==> src/rtl/spi_reg_bank_pkg.sv <==
// spi_reg_bank_pkg: shared command layout, FSM states and LOCK bit helper for spi_reg_bank
package spi_reg_bank_pkg;
  localparam int CMD_W = 8;
  localparam int CMD_WR_BIT = 7;
  typedef enum logic [1:0] {IDLE, CMD, DATA} state_e;
  function automatic int lock_bit(input int reg_w);
    return reg_w - 1;
  endfunction
endpackage

==> src/rtl/spi_sync_edge.sv <==
// spi_sync_edge: 2-FF synchroniser with rise/fall pulse detect on the synced level
module spi_sync_edge (
  input  logic clk,
  input  logic rst_n,
  input  logic d_i,
  output logic rise_o,
  output logic fall_o
);
  logic [2:0] sync_q, sync_d;
  always_comb sync_d = {sync_q[1:0], d_i};
  // Resets low so a cs_n already low at reset release never looks like a falling edge
  always_ff @(posedge clk or negedge rst_n)
    if (!rst_n) sync_q <= '0;
    else sync_q <= sync_d;
  assign rise_o = sync_q[1] & ~sync_q[2];
  assign fall_o = ~sync_q[1] & sync_q[2];
endmodule

==> src/rtl/spi_reg_bank.sv <==
// spi_reg_bank: SPI mode-0 slave register bank with burst, wrap, RO status; SPI_REG_BANK_LOCK_EN adds reg0 LOCK
module spi_reg_bank import spi_reg_bank_pkg::*; #(
  parameter int ADDR_W = 3,
  parameter int REG_W = 8,
  parameter int NUM_RO = 1,
  parameter logic [REG_W-1:0] RST_VAL = '0
) (
  input  logic clk,
  input  logic rst_n,
  input  logic spi_cs_n,
  input  logic spi_sclk,
  input  logic spi_mosi,
  output logic spi_miso,
  output logic spi_miso_oe,
  output logic [(2**ADDR_W-NUM_RO)*REG_W-1:0] regs_o,
  input  logic [(NUM_RO > 0 ? NUM_RO : 1)*REG_W-1:0] status_i,
  output logic [2**ADDR_W-1:0] wr_stb_o,
  output logic busy_o
);
  localparam int NUM_REGS = 2 ** ADDR_W;
  localparam int NUM_RW = NUM_REGS - NUM_RO;
  localparam int CNT_W = 5;
  state_e state_q, state_d;
  logic [CNT_W-1:0] cnt_q, cnt_d;
  logic [REG_W-1:0] sr_q, sr_d, tx_q, tx_d, word;
  logic [ADDR_W-1:0] addr_q, addr_d, rd_addr;
  logic [1:0] mosi_q, mosi_d;
  logic wr_q, wr_d, fresh_q, fresh_d;
  logic [NUM_REGS-1:0] stb_q, stb_d;
  logic [REG_W-1:0] regs_q [NUM_RW];
  logic [REG_W-1:0] regs_d [NUM_RW];
  logic [REG_W-1:0] bank [NUM_REGS];
  logic sclk_rise, sclk_fall, cs_rise, cs_fall, cmd_end, word_end, commit, locked;
  spi_sync_edge u_sclk (.clk(clk), .rst_n(rst_n), .d_i(spi_sclk), .rise_o(sclk_rise), .fall_o(sclk_fall));
  spi_sync_edge u_cs (.clk(clk), .rst_n(rst_n), .d_i(spi_cs_n), .rise_o(cs_rise), .fall_o(cs_fall));
  assign word = {sr_q[REG_W-2:0], mosi_q[1]};
  assign cmd_end = state_q == CMD && sclk_rise && !cs_rise && cnt_q == CNT_W'(CMD_W - 1);
  assign word_end = state_q == DATA && sclk_rise && !cs_rise && cnt_q == CNT_W'(REG_W - 1);
`ifdef SPI_REG_BANK_LOCK_EN
  assign locked = addr_q != '0 && regs_q[0][lock_bit(REG_W)];
`else
  assign locked = 1'b0;
`endif
  assign commit = word_end && wr_q && int'(addr_q) < NUM_RW && !locked;
  always_ff @(posedge clk or negedge rst_n)
    if (!rst_n) state_q <= IDLE;
    else state_q <= state_d;
  always_comb
    state_d = cs_rise ? IDLE : (state_q == IDLE && cs_fall) ? CMD : cmd_end ? DATA : state_q;
  always_comb begin
    regs_d = regs_q;
    for (int k = 0; k < NUM_RW; k++) if (commit && int'(addr_q) == k) regs_d[k] = word;
  end
  // Reads see regs_d so a load coinciding with a commit returns the new value
  for (genvar g = 0; g < NUM_REGS; g++) begin : g_bank
    if (g < NUM_RW) begin : g_rw
      assign bank[g] = regs_d[g];
      assign regs_o[g*REG_W +: REG_W] = regs_q[g];
    end else begin : g_ro
      assign bank[g] = status_i[(g - NUM_RW)*REG_W +: REG_W];
    end
  end
  always_comb begin
    mosi_d = {mosi_q[0], spi_mosi};
    sr_d = (state_q != IDLE && sclk_rise) ? word : sr_q;
    cnt_d = (state_d != state_q || state_q == IDLE || word_end) ? '0 : sclk_rise ? cnt_q + 1'b1 : cnt_q;
    addr_d = cmd_end ? word[ADDR_W-1:0] : word_end ? addr_q + 1'b1 : addr_q;
    wr_d = cmd_end ? word[CMD_WR_BIT] : wr_q;
    rd_addr = cmd_end ? word[ADDR_W-1:0] : addr_q + 1'b1;
    // The fall right after a load must not shift, or the MSB is lost before the master samples it
    tx_d = state_d != DATA ? '0 : (cmd_end || word_end) ? bank[rd_addr] : (sclk_fall && !fresh_q) ? tx_q << 1 : tx_q;
    fresh_d = cmd_end || word_end || (fresh_q && !sclk_fall);
    stb_d = commit ? NUM_REGS'(1) << addr_q : '0;
  end
  always_ff @(posedge clk or negedge rst_n)
    if (!rst_n) begin
      cnt_q <= '0;
      sr_q <= '0;
      tx_q <= '0;
      addr_q <= '0;
      mosi_q <= '0;
      wr_q <= 1'b0;
      fresh_q <= 1'b0;
      stb_q <= '0;
      regs_q <= '{default: RST_VAL};
    end else begin
      cnt_q <= cnt_d;
      sr_q <= sr_d;
      tx_q <= tx_d;
      addr_q <= addr_d;
      mosi_q <= mosi_d;
      wr_q <= wr_d;
      fresh_q <= fresh_d;
      stb_q <= stb_d;
      regs_q <= regs_d;
    end
  always_comb begin
    spi_miso = tx_q[REG_W-1];
    spi_miso_oe = state_q != IDLE;
    busy_o = state_q != IDLE;
  end
  assign wr_stb_o = stb_q;
endmodule

==> config.mk <==
export PLATFORM = sky130hd
export DESIGN_NAME = spi_reg_bank
export DESIGN_NICKNAME = d
export VERILOG_FILES = /design/src/rtl/spi_reg_bank_pkg.sv /design/src/rtl/spi_sync_edge.sv /design/src/rtl/spi_reg_bank.sv
export SDC_FILE = /design/constraint.sdc
export NUM_CORES = 1
export LEC_CHECK = 0
export CORE_MARGIN = 2
export CORE_UTILIZATION = 54
export DETAILED_ROUTE_END_ITERATION = 10
export GPL_ROUTABILITY_DRIVEN = 1
export PLACE_DENSITY = 0.9
export SYNTH_ARGS = -nofsm -noshare
export SYNTH_HDL_FRONTEND = slang
export SYNTH_SLANG_ARGS = --single-unit
export TNS_END_PERCENT = 100
==> constraint.sdc <==
create_clock -name clk -period 3.3 [get_ports clk]
set_clock_uncertainty 0.05 [all_clocks]
set_input_delay 0.99 -clock clk [delete_from_list [all_inputs] [get_ports clk]]
set_output_delay 0.99 -clock clk [all_outputs]
set_load 0.02 [all_outputs]
==> results.cfg <==
[run_status]
outcome = complete, no violations

[worst_setup_path]
crit_chain = ha_1 -> and4b_1 -> a41oi_1 -> a31oi_2 -> nand2b_1 -> o221ai_1 -> a2bb2o_2 -> a31oi_1
required_ns = 3.48
r2r_slack_ns = 0.32
timing.rr.end = tx_q[2]
worst_ep_arrival_time_ns = 3.17
cp_slowest_cell = a31oi_2
critPathMaxStageDelay_ns = 0.60
end_kind = flop
reg2reg_from = cnt_q[0]
crit_type = flop to flop
cp_max_fo = 11
crit_path_start_kind = flop
r2r_cells = 8

[yosys]
syn_nets = 477
synth_top_flop_cell = dfrtp_1
synth-edff-count = 0
synth_top_cell_area_share = 0.482
yosysTopAreaCell = dfrtp_1
synth_cell_types = 69
syn_inst = 457
syn_area_um2 = 5140
avgSynthCellArea_um2 = 11.2
ys_async_sr_fraction = 1.00
synth_area_leaders = dfrtp_1 (48%), mux2_2 (12%), nand2_1 (4.0%)
synth_seq_area_share = 0.482
synth_most_common_cell = dfrtp_1
synth-seq-cells = 99
yosys-top-cells-count = dfrtp_1 (99), mux2_2 (55), nand2_1 (55)
yosysWarnings = 0

[route]
vias = 4169
routed_via_density = 6.32
drc_errors = 0
wl_um = 13700
drtIter0Drc = 531
drt_pass1_iterations = 5
ant_nets = 0
wl_per_cell_um = 20.7

[floorplanning]
core_area_um2 = 9240
die_y_um = 102
die_x_um = 102
std_cell_rows = 35
pin_count = 80
die_area_um2 = 10300
start_util = 0.556

[sta]
fin_crit_ns = 2.98
post-route-period-util = 0.904
relSlewSlack = 0.403
rsz0062_at_grt = false
finalHoldViolations = 0
timing.fmax_ghz = 0.335
slew_viol_final = 0
setup_viol = 0
tightest_slew_ns = 0.887
worst_slack_ns = 0.317
fin_tns_setup_ns = 0

[finish]
layout-drive-gt1-share = 0.215
nNetsFinal = 547
diodes = 0
area_growth_pct = 19.0
post-route-cell-area_um2 = 6110
utilization = 0.662

[power_and_ir_drop]
vdd_ir_drop_max_mv = 0.260
p_per_area_nw_per_um2 = 383
leakage_nw = 2.67
p_total_mw = 2.34

[clock_network]
postCtsSetupRepairBufs = 0
cts_tree = yes
hold_buffers = 0
clkSinkCount = 99
clockRootBuffer = clkbuf_8
cts_buffer_depth = 2
cts.htree.levels = 3
insertion_delay_ns = 0.38
cts_buffers = 9
cts_resized = 0
clk_pin_slew_ns = 0.10

[placement]
place_ws_ns = 0.421
io_buffers = 79
gp_congestion = 0.973
dp_hpwl_um = 9520
placed_cell_area_um2 = 5920

[grt]
grt_pass1_vias = 4077
gr-total-overflow = 0
gr-usage-all-layers = 0.275
grt_max_degree = 39
grt_antenna_before_repair = 0
grt_pass1_wl_um = 21900

[hold_path]
holdPathEnd = u_cs.sync_q[1]
holdPathStages = 0
worst_hold_path_type = flop to flop
hold_start = u_cs.sync_q[0]

[job]
drv_cap = 0
-- layout by cell type, fill, tap and decap left out, drive strengths merged, types with 7 or more instances in the layout --
cell | Yosys | final
and2 | 7 | 7
clkdlybuf4s50 | 0 | 78
dfrtp | 99 | 99
buf | 17 | 16
nand2 | 55 | 55
nand2b | 8 | 8
a31oi | 7 | 7
mux2 | 61 | 61
nand4 | 8 | 8
inv | 9 | 12
clkbuf | 17 | 9
nor3 | 11 | 11
o21ai | 14 | 14
ha | 7 | 7
nand3 | 18 | 18
o211ai | 10 | 10
o221ai | 13 | 13
a21oi | 13 | 13
nor2 | 21 | 21
-- how the worst max path moves through the flow --
stage,slack [ns],startpoint,cells after the start,endpoint
2_1_floorplan,0.73,cnt_q[0],10,tx_q[1]
3_3_place_gp,0.55,cnt_q[0],8,tx_q[7]
3_5_place_dp,0.42,cnt_q[0],8,tx_q[5]
4_1_cts,0.35,cnt_q[0],8,tx_q[1]
5_1_grt,0.11,cnt_q[0],9,tx_q[1]
6_report,0.32,cnt_q[0],8,tx_q[2]
-- routing by layer --
metal,share of wire,wire length [um],vias to the layer above,global-route usage
met4,0.029,399,0,0.0904
li1,-,-,1804,-
met5,0,0,-,0
met3,0.095,1300,50,0.0600
met1,0.41,5660,2045,0.395
met2,0.46,6300,270,0.418
-- through the flow --
step	std cells	hold slack, ns
final	660	0.305
after global routing	660	0.320
after CTS	660	0.310
after detailed placement	645	0.290
after global placement	645	0.283
after floorplan	457	0.281
-- critical path, delay by kind of cell, from the launching register on --
family / cells / cell delay, ns
compound gates: 5 / 1.42
simple gates: 2 / 0.79
flops: 1 / 0.39
fa+ha+maj: 1 / 0.20
-- layout make-up --
type / count / area, um2
Clock buffer: 9 / 124
Clock inverter: 6 / 72.6
Fill cell: 708 / 3130
Inverter: 9 / 33.8
Multi-Input combinational cell: 314 / 2340
Sequential cell: 99 / 2480
Tap cell: 129 / 161
Timing Repair Buffer: 94 / 901
-- state kept, by name, summed over array words and instances (netlist names) --
| signal | count |
|---|---|
| addr_q | 3 |
| cnt_q | 5 |
| fresh_q | 1 |
| mosi_q | 2 |
| regs_o | 56 |
| sr_q | 7 |
| state_q | 2 |
| tx_q | 8 |
| u_cs.sync_q | 3 |
| u_sclk.sync_q | 3 |
| wr_q | 1 |
| wr_stb_o | 8 |
-- cells by family (layout without fill, tap and decap cells) --
group,Yosys count,after routing,share of synthesized area
mux,64,64,0.144
xor+xnor,4,4,0.00682
buf+inv,44,118,0.0631
compound gates,87,87,0.127
flops,99,99,0.482
fa+ha+maj,8,8,0.0190
simple gates,151,151,0.158
-- report_power, final --
part	internal, mW	leakage, nW	switching [mW]	total (mW)
sequential	1.25	1.35	0.152	1.41
clock	0.356	0.0967	0.444	0.800
combinational	0.0756	1.22	0.0615	0.137
total	1.69	2.67	0.658	2.34
No activity file was read; power rests on OpenSTA's default activity.
